## src/rtl/uart_echo_top.sv

```systemverilog
// 8N1 UART loopback: 2-flop rx synchronizer -> receiver -> byte FIFO -> transmitter.
// TX start bit trails the RX start edge by 4 + CLKS_PER_BIT/2 + 9*CLKS_PER_BIT clocks; a byte arriving to a full FIFO is dropped.
module uart_echo_top #(
    parameter int CLKS_PER_BIT = 434,
    parameter int FIFO_DEPTH   = 4
) (
    input  logic clk,
    input  logic nRst,
    input  logic rx,
    output logic tx
);
    localparam int CW = $clog2(CLKS_PER_BIT);
    localparam int AW = $clog2(FIFO_DEPTH);
    localparam logic [CW-1:0] BIT_END  = CW'(CLKS_PER_BIT - 1);
    localparam logic [CW-1:0] HALF_END = CW'(CLKS_PER_BIT / 2 - 1);

    typedef enum logic [1:0] {S_IDLE, S_START, S_DATA, S_STOP} state_t;

    logic          r_sync1, r_sync2;
    state_t        r_rx_state;
    logic [CW-1:0] r_rx_cnt;
    logic [2:0]    r_rx_bit;
    logic [7:0]    r_rx_shift;
    logic          r_rx_vld;

    logic [7:0]    r_mem [FIFO_DEPTH];
    logic [AW:0]   r_wr_ptr, r_rd_ptr;
    logic          w_empty, w_full, w_push, w_pop;

    state_t        r_tx_state;
    logic [CW-1:0] r_tx_cnt;
    logic [2:0]    r_tx_bit;
    logic [7:0]    r_tx_shift;
    logic          r_tx;

    always_ff @(posedge clk) begin
        if (nRst) begin
            r_sync1 <= 1'b1;
            r_sync2 <= 1'b1;
        end else begin
            r_sync1 <= rx;
            r_sync2 <= r_sync1;
        end
    end

    // Returning to IDLE on the stop sample lets the next start edge be caught half a bit early.
    always_ff @(posedge clk) begin
        if (nRst) begin
            r_rx_state <= S_IDLE;
            r_rx_cnt   <= '0;
            r_rx_bit   <= '0;
            r_rx_shift <= '0;
            r_rx_vld   <= 1'b0;
        end else begin
            r_rx_vld <= 1'b0;
            case (r_rx_state)
                S_IDLE: begin
                    if (!r_sync2) begin
                        r_rx_state <= S_START;
                        r_rx_cnt   <= '0;
                    end
                end
                S_START: begin
                    if (r_rx_cnt == HALF_END) begin
                        r_rx_cnt   <= '0;
                        r_rx_bit   <= '0;
                        r_rx_state <= r_sync2 ? S_IDLE : S_DATA;
                    end else begin
                        r_rx_cnt <= r_rx_cnt + 1'b1;
                    end
                end
                S_DATA: begin
                    if (r_rx_cnt == BIT_END) begin
                        r_rx_cnt   <= '0;
                        r_rx_shift <= {r_sync2, r_rx_shift[7:1]};
                        r_rx_bit   <= r_rx_bit + 1'b1;
                        if (r_rx_bit == 3'd7)
                            r_rx_state <= S_STOP;
                    end else begin
                        r_rx_cnt <= r_rx_cnt + 1'b1;
                    end
                end
                S_STOP: begin
                    if (r_rx_cnt == BIT_END) begin
                        r_rx_cnt   <= '0;
                        r_rx_vld   <= r_sync2;
                        r_rx_state <= S_IDLE;
                    end else begin
                        r_rx_cnt <= r_rx_cnt + 1'b1;
                    end
                end
                default: r_rx_state <= S_IDLE;
            endcase
        end
    end

    assign w_empty = (r_wr_ptr == r_rd_ptr);
    assign w_full  = (r_wr_ptr[AW] != r_rd_ptr[AW]) && (r_wr_ptr[AW-1:0] == r_rd_ptr[AW-1:0]);
    assign w_pop   = (r_tx_state == S_IDLE) && !w_empty;
    assign w_push  = r_rx_vld && (!w_full || w_pop);

    always_ff @(posedge clk) begin
        if (nRst) begin
            r_wr_ptr <= '0;
            r_rd_ptr <= '0;
        end else begin
            if (w_push) begin
                r_mem[r_wr_ptr[AW-1:0]] <= r_rx_shift;
                r_wr_ptr                <= r_wr_ptr + 1'b1;
            end
            if (w_pop)
                r_rd_ptr <= r_rd_ptr + 1'b1;
        end
    end

    always_ff @(posedge clk) begin
        if (nRst) begin
            r_tx_state <= S_IDLE;
            r_tx_cnt   <= '0;
            r_tx_bit   <= '0;
            r_tx_shift <= '0;
            r_tx       <= 1'b1;
        end else begin
            case (r_tx_state)
                S_IDLE: begin
                    r_tx <= 1'b1;
                    if (w_pop) begin
                        r_tx_shift <= r_mem[r_rd_ptr[AW-1:0]];
                        r_tx       <= 1'b0;
                        r_tx_cnt   <= '0;
                        r_tx_state <= S_START;
                    end
                end
                S_START: begin
                    if (r_tx_cnt == BIT_END) begin
                        r_tx_cnt   <= '0;
                        r_tx_bit   <= '0;
                        r_tx       <= r_tx_shift[0];
                        r_tx_state <= S_DATA;
                    end else begin
                        r_tx_cnt <= r_tx_cnt + 1'b1;
                    end
                end
                S_DATA: begin
                    if (r_tx_cnt == BIT_END) begin
                        r_tx_cnt <= '0;
                        if (r_tx_bit == 3'd7) begin
                            r_tx       <= 1'b1;
                            r_tx_state <= S_STOP;
                        end else begin
                            r_tx       <= r_tx_shift[1];
                            r_tx_shift <= {1'b0, r_tx_shift[7:1]};
                            r_tx_bit   <= r_tx_bit + 1'b1;
                        end
                    end else begin
                        r_tx_cnt <= r_tx_cnt + 1'b1;
                    end
                end
                S_STOP: begin
                    if (r_tx_cnt == BIT_END) begin
                        r_tx_cnt   <= '0;
                        r_tx_state <= S_IDLE;
                    end else begin
                        r_tx_cnt <= r_tx_cnt + 1'b1;
                    end
                end
                default: r_tx_state <= S_IDLE;
            endcase
        end
    end

    assign tx = r_tx;
endmodule

```

## config.mk

```make
export PLATFORM = sky130hd
export DESIGN_NAME = uart_echo_top
export DESIGN_NICKNAME = d
export VERILOG_FILES = /design/src/rtl/uart_echo_top.sv
export SDC_FILE = /design/constraint.sdc
export NUM_CORES = 1
export LEC_CHECK = 0
export CAP_MARGIN = 40
export CORE_MARGIN = 1
export CORE_UTILIZATION = 58
export CTS_CLUSTER_DIAMETER = 40
export CTS_CLUSTER_SIZE = 10
export DETAILED_ROUTE_END_ITERATION = 12
export GPL_ROUTABILITY_DRIVEN = 0
export PLACE_DENSITY = 0.79
export SLEW_MARGIN = 10
export SYNTH_ARGS = -nofsm -noshare
export SYNTH_HDL_FRONTEND = slang
export SYNTH_SLANG_ARGS = --single-unit
```

## constraint.sdc

```tcl
create_clock -name clk -period 2.5 [get_ports clk]
set_input_delay 0.5 -clock clk [delete_from_list [all_inputs] [get_ports clk]]
set_output_delay 0.5 -clock clk [all_outputs]
set_load 0.1 [all_outputs]
```

# Word-level counts from Yosys, hierarchy flattened
# Memories as Yosys holds them, arrays and structs flattened. A register that Yosys moved wholly into a read port is not among the register bits.
# Cells that the tools add are included.
# word_totals
n_memories,1
ram_bits,32
ff_bits,54
# mem_list
memory,depth,width,read_ports,rd_ports_with_merged_regs,wr,line_no,source
r_mem,4,8,1,1,1,26,logic [7:0] r_mem [FIFO_DEPTH];
# classes
n_addsub,6
n_mux,41
bitwise,2
n_reduce_logical,22
n_eq_ne,25
# ops
op,n
9-bit 2-to-1 mux,5
9-bit case mux with 3 select lines,1
2-bit 2-to-1 mux,13
8-bit 2-to-1 mux,3
2-bit != test (second input constant),11
9-bit by 1-bit adder with 9-bit output (second input constant),2
9-bit equality test (second input constant),2
9-bit case mux with 2 select lines,1
2-bit case mux with 4 select lines,2
8-bit case mux with 2 select lines,1
3-bit 2-to-1 mux,5
3-bit by 1-bit adder with 3-bit output (second input constant),4
3-bit case mux with 2 select lines,2
5-bit AND reduction,2
9-bit by 8-bit equality test with 1-bit output (second input constant),1
2-bit equality test (second input constant),4
4-bit AND reduction,2
1-bit 2-to-1 mux,7
3-bit equality test (second input constant),2
3-bit AND reduction,2
2-bit nonzero test,3
3-bit OR reduction,2
2-bit by 1-bit equality test with 1-bit output (second input constant),2
2-bit zero test,2
other kinds (11),15

# Longest topological paths before layout
# Gate-level depths: netlist of the first run.
# logic_depth
depth_word,8
mapped_depth,8

# Worst setup path after synthesis of the first run
# OpenSTA, ideal clock, no wires.
# synth_path
path_kind,input -> register
from,input port nRst
to,memory r_mem[3][0] (enable)
setup_time_ns,0.383
arrival_ns,1.530
stages,3
slack_ns,0.587
n_path_buf,2
cell_sequence,clkbuf_1 -> clkbuf_1 -> nor3_1
# synth_between
elab_chain_cells,2
# synth_rtl
item,line_no,source
"start, declared",8,"input logic nRst,"
1-bit 2-to-1 mux,103,if (nRst) begin
1-bit 2-to-1 mux (implied by the code),108,r_mem[r_wr_ptr[AW-1:0]] <= r_rx_shift;
"end, declared",26,
# Every way passes these cells.

# Final worst setup path of the first run
# layout_path
from,register r_wr_ptr[1]
to,memory r_mem[3][7] (enable)
# layout_between
elab_chain_cells,8
elab_cells_between_ends,11
classes_between,eq/ne (2); mux (3); reduce/logical (6)
# layout_rtl
item,line_no,source
"start, declared",27,"logic [AW:0] r_wr_ptr, r_rd_ptr;"
"start signal, assigned",109,r_wr_ptr <= r_wr_ptr + 1'b1;
3-bit equality test or 2-bit equality test (tied branches),"97, 98",
1-bit zero test or 1-bit logical AND (tied branches),"99, 98",
1-bit logical AND or 1-bit zero test (tied branches),"99, 100",
1-bit logical OR,100,assign w_push = r_rx_vld && (!w_full || w_pop);
1-bit logical AND,100,
1-bit 2-to-1 mux,107,if (w_push) begin
1-bit 2-to-1 mux,103,
1-bit 2-to-1 mux (implied by the code),108,
# Several ways; a longest one is shown, not always the timed one.

==> results.cfg, run 1 <==
[floorplanning]
rows = 30
die-area_um2 = 7430
die_width_um = 86.2
die_h_um = 86.2
coreArea_um2 = 6830
ios = 4
initial_utilization = 0.602

[grt]
grt_max_degree = 55
grt.overflow.total = 0
antenna_found_initial = 0
grt_pass1_wl_mm = 11.7
grt_pass1_vias = 2557
track_usage = 0.203

[yosys]
yosysUniqueCellTypes = 63
synth_enable_flop_cells = 32
ys_ff_latch = 88
synth_area_leader_cell = dfxtp_1
synth_area_leaders = dfxtp_1 27%, edfxtp_1 23%, ha_1 5.5%
synth_fp_nets = 386
synth_top_area_frac = 0.273
ys_dominant_reg_cell = dfxtp_1
yosysSeqAreaShare = 0.506
yosysMostFrequentCell = dfxtp_1
ys_async_sr_fraction = 0
syn_inst = 365
ys_warn_count = 0
syn-mean-instance-area_um2 = 11.3
yosys-top-cells-count = 56 x dfxtp_1, 32 x edfxtp_1, 27 x a21oi_1
syn_area_um2 = 4110

[setup_path]
crit_type = flop to flop
end_kind = flop
cp_data_arrival_time_ns = 2.15
cp_slowest_stage_delay_ns = 0.57
crit_required_ns = 2.55
critPathLaunchType = flop
crit_slowest_cell = nor3_1
path_max_fanout = 6
crit_chain = xor2_2 -> o41ai_4 -> nor3_1 -> buf_2

[detailed_routing]
initialDrtViolationCount = 78
drc_errors = 0
detail-route-antenna-nets = 0
wirelength_mm = 6.97
vias = 2685
via_per_inst = 5.74
firstDrtPassIters = 4
wl_per_cell_um = 14.9

[sta]
final-setup-viol-count = 0
max_freq_mhz = 477
relSlewSlack = 0.525
layout_setup_ws_ns = 0.404
finalMaxSlewViolations = 0
fin_tns_setup_ns = 0
clock_skew_ns = 0.0104
worstMarginPinSlew_ns = 0.708
period_share = 0.838
hold_violations = 0
rsz0062_at_grt = false
fin_crit_ns = 2.10

[layout]
diodes = 0
stdcell_area_um2 = 4390
area_growth_pct = 6.75
multi_input_area_um2 = 1880
final_cells = 468
layout-drive-gt1-share = 0.132
regArea_um2 = 2080
fillers = 531
fin_nets = 388

[placement]
io_buffers = 3
dp.cells = 452
pre_cts_ws_ns = 0.393
dpl_cell_area_um2 = 4190
dp_hpwl_mm = 4.90

[clock_network]
cts_tree = yes
root_buffer = clkbuf_8
clk_latency_ns = 0.35
cts_resized = 0
clock_path_buffers = 2
cts_hold_buf = 0
clock-sinks = 88
path_clk_slew_ns = 0.08
cts_buffers = 9
cts_max_level = 3
post-cts-setup-buffers = 0

[flow_run]
max_cap_violations = 0

[run_status]
status = completed

[power_and_ir_drop]
p_per_area_nw_per_um2 = 742
p_leak_nw = 1.54
ir_drop_uv = 309
p_total_w = 0.00326

[min_path]
hold_path.class = flop to flop
-- worst max-delay path, delay by kind of cell, from the launching register on --
kind	cells	cell delay, ns
XOR/XNOR	1	0.32
flip-flops	1	0.46
AND/OR/NAND/NOR	1	0.57
AO/OA/AOI/OAI	1	0.17
buffers and inverters	1	0.29
-- cell type report --
class | count | share of cell area
Multi-Input combinational cell | 246 | 0.428
Inverter | 14 | 0.0120
Clock inverter | 4 | 0.00969
Clock buffer | 12 | 0.0353
Timing Repair Buffer | 8 | 0.0131
Sequential cell | 88 | 0.474
Tap cell | 96 | 0.0274
-- metrics by stage --
| step | utilization | hold slack, ns |
|---|---|---|
| 2_1_floorplan | - | 0.389 |
| 3_3_place_gp | 0.613 | 0.405 |
| 3_5_place_dp | 0.614 | 0.407 |
| 4_1_cts | 0.643 | 0.444 |
| 5_1_grt | 0.643 | 0.456 |
| 6_report | 0.643 | 0.435 |
-- sequential cells by signal (all words and copies together), names as in the netlist, 2 cells and up, named ones only --
| name | count |
|---|---|
| r_mem | 32 |
| r_rd_ptr | 3 |
| r_rx_bit | 3 |
| r_rx_cnt | 9 |
| r_rx_shift | 8 |
| r_tx_bit | 3 |
| r_tx_cnt | 9 |
| r_tx_shift | 8 |
| r_tx_state | 2 |
| r_wr_ptr | 3 |
-- power by group --
group / total (W) / internal [W] / switching, W
clock network: 0.000966 / 0.000509 / 0.000457
logic: 0.000659 / 0.000271 / 0.000388
registers: 0.00163 / 0.00155 / 0.0000824
total: 0.00326 / 0.00233 / 0.000928
-- path summary, 6_finish.rpt --
path	startpoint	to	slack [ns]	cells after the start
worst max-delay path	r_wr_ptr[1]$_SDFFE_PP0P_	r_mem[3][7]$_DFFE_PP_	0.40	4
worst min-delay path	r_sync1$_SDFF_PP1_	r_sync2$_SDFF_PP1_	0.44	1
worst min register to register	r_sync1$_SDFF_PP1_	r_sync2$_SDFF_PP1_	0.44	1
worst max register to register	r_wr_ptr[1]$_SDFFE_PP0P_	r_mem[3][7]$_DFFE_PP_	0.40	4
-- cells in the final DEF (no fill, tap or decap), types with 2 or more instances in the layout --
cell      Yosys  final
dfxtp_1      56     56
edfxtp_1     32     32
a21oi_1      27     27
nor2_1       26     26
nand2_1      25     25
mux2i_1      20     20
ha_1         18     18
o21ai_0      14     14
inv_1        13     13
clkbuf_8      0     11
or3_1         8      8
a311oi_1      8      8
mux4_2        8      8
nand3_1       7      7
or2_2         6      6
nand2b_1      5      5
buf_4         1      5
and2_1        4      4
nor3_1        4      4
o22ai_1       4      4
nand3b_1      4      4
and3_1        4      4
o21a_1        3      3
nor4_1        3      3
xor2_1        3      3
a41oi_1       3      3
xor2_2        2      2
xnor2_1       2      2
nor2b_1       2      2
o31ai_1       2      2
a21boi_0      2      2
o31a_1        2      2
a31oi_1       2      2
o21ai_1       2      2
a311oi_2      2      2
o221a_2       2      2
clkinv_1      0      2
buf_2         5      2
-- metal layers --
metal | vias to the layer above | track usage | share of wire | wire [um]
li1 | 1363 | - | - | -
met1 | 1286 | 0.259 | 0.46 | 3230
met2 | 25 | 0.343 | 0.50 | 3490
met3 | 11 | 0.0390 | 0.022 | 154
met4 | 0 | 0.0818 | 0.015 | 104
met5 | - | 0 | 0 | 0
-- cell families after synthesis --
logic type,synth area share
adder cells (fa/ha/maj),0.0548
AND/OR/NAND/NOR,0.141
buffers and inverters,0.0365
multiplexers,0.0925
AO/OA/AOI/OAI,0.150
XOR/XNOR,0.0186
flip-flops,0.506
(Power assumes the default switching activity.)
==> run 2: changes to the inputs <==
- CORE_UTILIZATION: 58 -> 56
- PLACE_DENSITY: 0.79 -> 0.8
- clock period: 2.5 -> 1.9 ns (I/O delays scaled with it)
==> run 2 against run 1 <==
  * Non-clock buffer count rose by 19
  * Global-route usage is 2.2 points higher
  * Wire length increased by 12%
  * Die area rose by 3.5%
  * Sequential power rose by 29%
  * Utilization rose by 1.8 points
  * Clock skew is 0.0010 ns higher
  * Via count up 7.3%
  * Sequential cell count did not move
  * Fmax rose by 18%
  * Highest routed layer unchanged
  * Register-to-register slack worse by 0.29 ns
==> results.cfg, run 2 (synthesized netlist as in run 1, its figures left out) <==
[grt]
grt_pass1_wl_mm = 13.2
busiest_layer = met2
grt_use_met1 = 0.287
grt_use_met2 = 0.376
grt_pass1_vias = 2846
grt_util_met3 = 0.0518
track_usage = 0.226
antenna_found_initial = 0
grt.overflow.total = 0
grt_max_degree = 24

[sta]
worstMarginPinSlew_ns = 0.609
hold_violations = 0
final-setup-viol-count = 0
relSlewSlack = 0.591
rsz0062_at_grt = false
clock_skew_ns = 0.0115
layout_setup_ws_ns = 0.117
fin_crit_ns = 1.78
period_share = 0.938
finalMaxSlewViolations = 0
max_freq_mhz = 561

[setup_path]
critPathTopFamily = compound AO/OA/AOI/OAI gates
r2r_slack_ns = 0.12
cp_data_arrival_time_ns = 1.90
crit_type = flop to flop
cp_slowest_stage_delay_ns = 0.40
crit_slowest_cell = o41ai_4
end_kind = flop
path_buf_inv = 2
crit_chain = inv_1 -> ha_2 -> o41ai_4 -> nor2_1 -> and2_1 -> buf_4
r2r_start = r_tx_state[0]$_SDFFE_PP0P_
path_max_fanout = 8
critPathLaunchType = flop
crit_required_ns = 2.01
reg2regPathDepth = 6
worstReg2RegEnd = r_mem[1][3]$_DFFE_PP_

[layout]
final_common_cell = dfxtp_1
most-common-layout-cells = 56 x dfxtp_1, 32 x edfxtp_1, 27 x a21oi_1, 26 x nor2_1, 25 x nand2_1
area_growth_pct = 11.5
fillers = 490
final_cells = 487
diodes = 0
layout-drive-gt1-share = 0.194
largest_reg_flops = 32
fin_nets = 407

[floorplanning]
die-area_um2 = 7690
initial_utilization = 0.592
die_h_um = 87.7
coreArea_um2 = 6940
die_width_um = 87.7
ios = 4
rows = 30

[detailed_routing]
vias = 2881
initialDrtViolationCount = 155
firstDrtPassIters = 4
wl_per_cell_um = 16.1
detail-route-antenna-nets = 0
via_per_inst = 5.92
drc_errors = 0
wirelength_mm = 7.83

[placement]
dp_hpwl_mm = 5.46
pre_cts_ws_ns = -0.0534
io_buffers = 3
dp.cells = 471

[power_and_ir_drop]
power_frac_clock = 0.283
internal_power_w = 0.00300
p_sw_frac = 0.315
p_leak_nw = 1.64
power.switching_w = 0.00138
ir_drop_uv = 424
pwr-share-seq = 0.482
p_per_area_nw_per_um2 = 956
combPwrFrac = 0.235

[clock_network]
clk_latency_ns = 0.36
root_buffer = clkbuf_8
clock_path_buffers = 2
cts_tree = yes
cts_hold_buf = 0
cts_max_level = 3
cts_buffers = 9
clock-sinks = 88
path_clk_slew_ns = 0.09

[run_status]
status = completed

[min_path]
hold_depth = 2
min_from = nRst
hold_path.class = primary input to flop

[flow_run]
max_cap_violations = 0
==> run 2: changes by cell type in the layout (fill, tap and decap cells not counted), sizes merged <==
cell	change
buf	+19
bufinv	-1
clkbuf	-3
inv	+4
==> run 2: worst max path at each step <==
| stage | start | end | slack, ns | cells past startpoint |
|---|---|---|---|---|
| 2_1_floorplan | r_wr_ptr[1]$_SDFFE_PP0P_ | r_mem[3][0]$_DFFE_PP_ | 0.05 | 3 |
| 3_3_place_gp | r_tx_state[0]$_SDFFE_PP0P_ | r_tx_cnt[6]$_SDFFE_PP0P_ | 0.06 | 5 |
| 3_5_place_dp | r_tx_state[1]$_SDFFE_PP0P_ | r_tx_cnt[6]$_SDFFE_PP0P_ | -0.05 | 5 |
| 4_1_cts | r_tx_state[1]$_SDFFE_PP0P_ | r_tx_cnt[6]$_SDFFE_PP0P_ | 0.02 | 5 |
| 5_1_grt | r_rx_cnt[0]$_SDFFE_PP0P_ | r_rx_cnt[4]$_SDFFE_PP0P_ | 0.008 | 6 |
| 6_report | r_tx_state[0]$_SDFFE_PP0P_ | r_mem[1][3]$_DFFE_PP_ | 0.12 | 6 |
==> run 2: worst register-to-register path, stage by stage (launching register included) <==
cell and delay [ns]:
dfxtp_1 0.35, inv_1 0.07, ha_2 0.25, o41ai_4 0.41, nor2_1 0.12, and2_1 0.19, buf_4 0.17
==> run 2: cell type report <==
| class | count | area (um^2) | area share |
|---|---|---|---|
| Clock buffer | 9 | 124 | 0.0270 |
| Timing Repair Buffer | 27 | 215 | 0.0469 |
| Clock inverter | 7 | 71.3 | 0.0156 |
| Sequential cell | 88 | 2080 | 0.454 |
| Multi-Input combinational cell | 246 | 1920 | 0.419 |
| Inverter | 14 | 52.6 | 0.0115 |
| Tap cell | 96 | 120 | 0.0262 |
==> run 2: routing by layer <==
layer,vias to the layer above,share of wire
met2,63,0.51
met3,11,0.043
met5,-,0
met4,0,0.014
met1,1403,0.44
li1,1404,-
==> run 2: power groups by stage <==
| stage | clock [W] | combinational (W) | sequential, W |
|---|---|---|---|
| after floorplan | 0 | 0.000711 | 0.00221 |
| after global placement | 0 | 0.000959 | 0.00214 |
| after detailed placement | 0 | 0.000998 | 0.00215 |
| after CTS | 0.00127 | 0.00100 | 0.00211 |
| after global routing | 0.00135 | 0.00115 | 0.00212 |
| final | 0.00124 | 0.00103 | 0.00211 |
==> run 2: repair_timing <==
action | CTS | global route
resized for setup | 1 | 6
setup buffers | 0 | 0
gates cloned | 0 | 0
pin swaps | 0 | 0
setup endpoints to repair | 7 | 24
==> run 2: through the flow <==
| step | TNS [ns] | utilization | area, um^2 | power [W] | hold WS [ns] |
|---|---|---|---|---|---|
| 2_1_floorplan | 0 | - | 4110 | 0.00292 | 0.389 |
| 3_3_place_gp | 0 | 0.626 | 4350 | 0.00310 | 0.405 |
| 3_5_place_dp | -0.158 | 0.626 | 4350 | 0.00315 | 0.407 |
| 4_1_cts | 0 | 0.655 | 4550 | 0.00438 | 0.392 |
| 5_1_grt | 0 | 0.660 | 4580 | 0.00462 | 0.406 |
| 6_report | 0 | 0.660 | 4580 | 0.00438 | 0.401 |
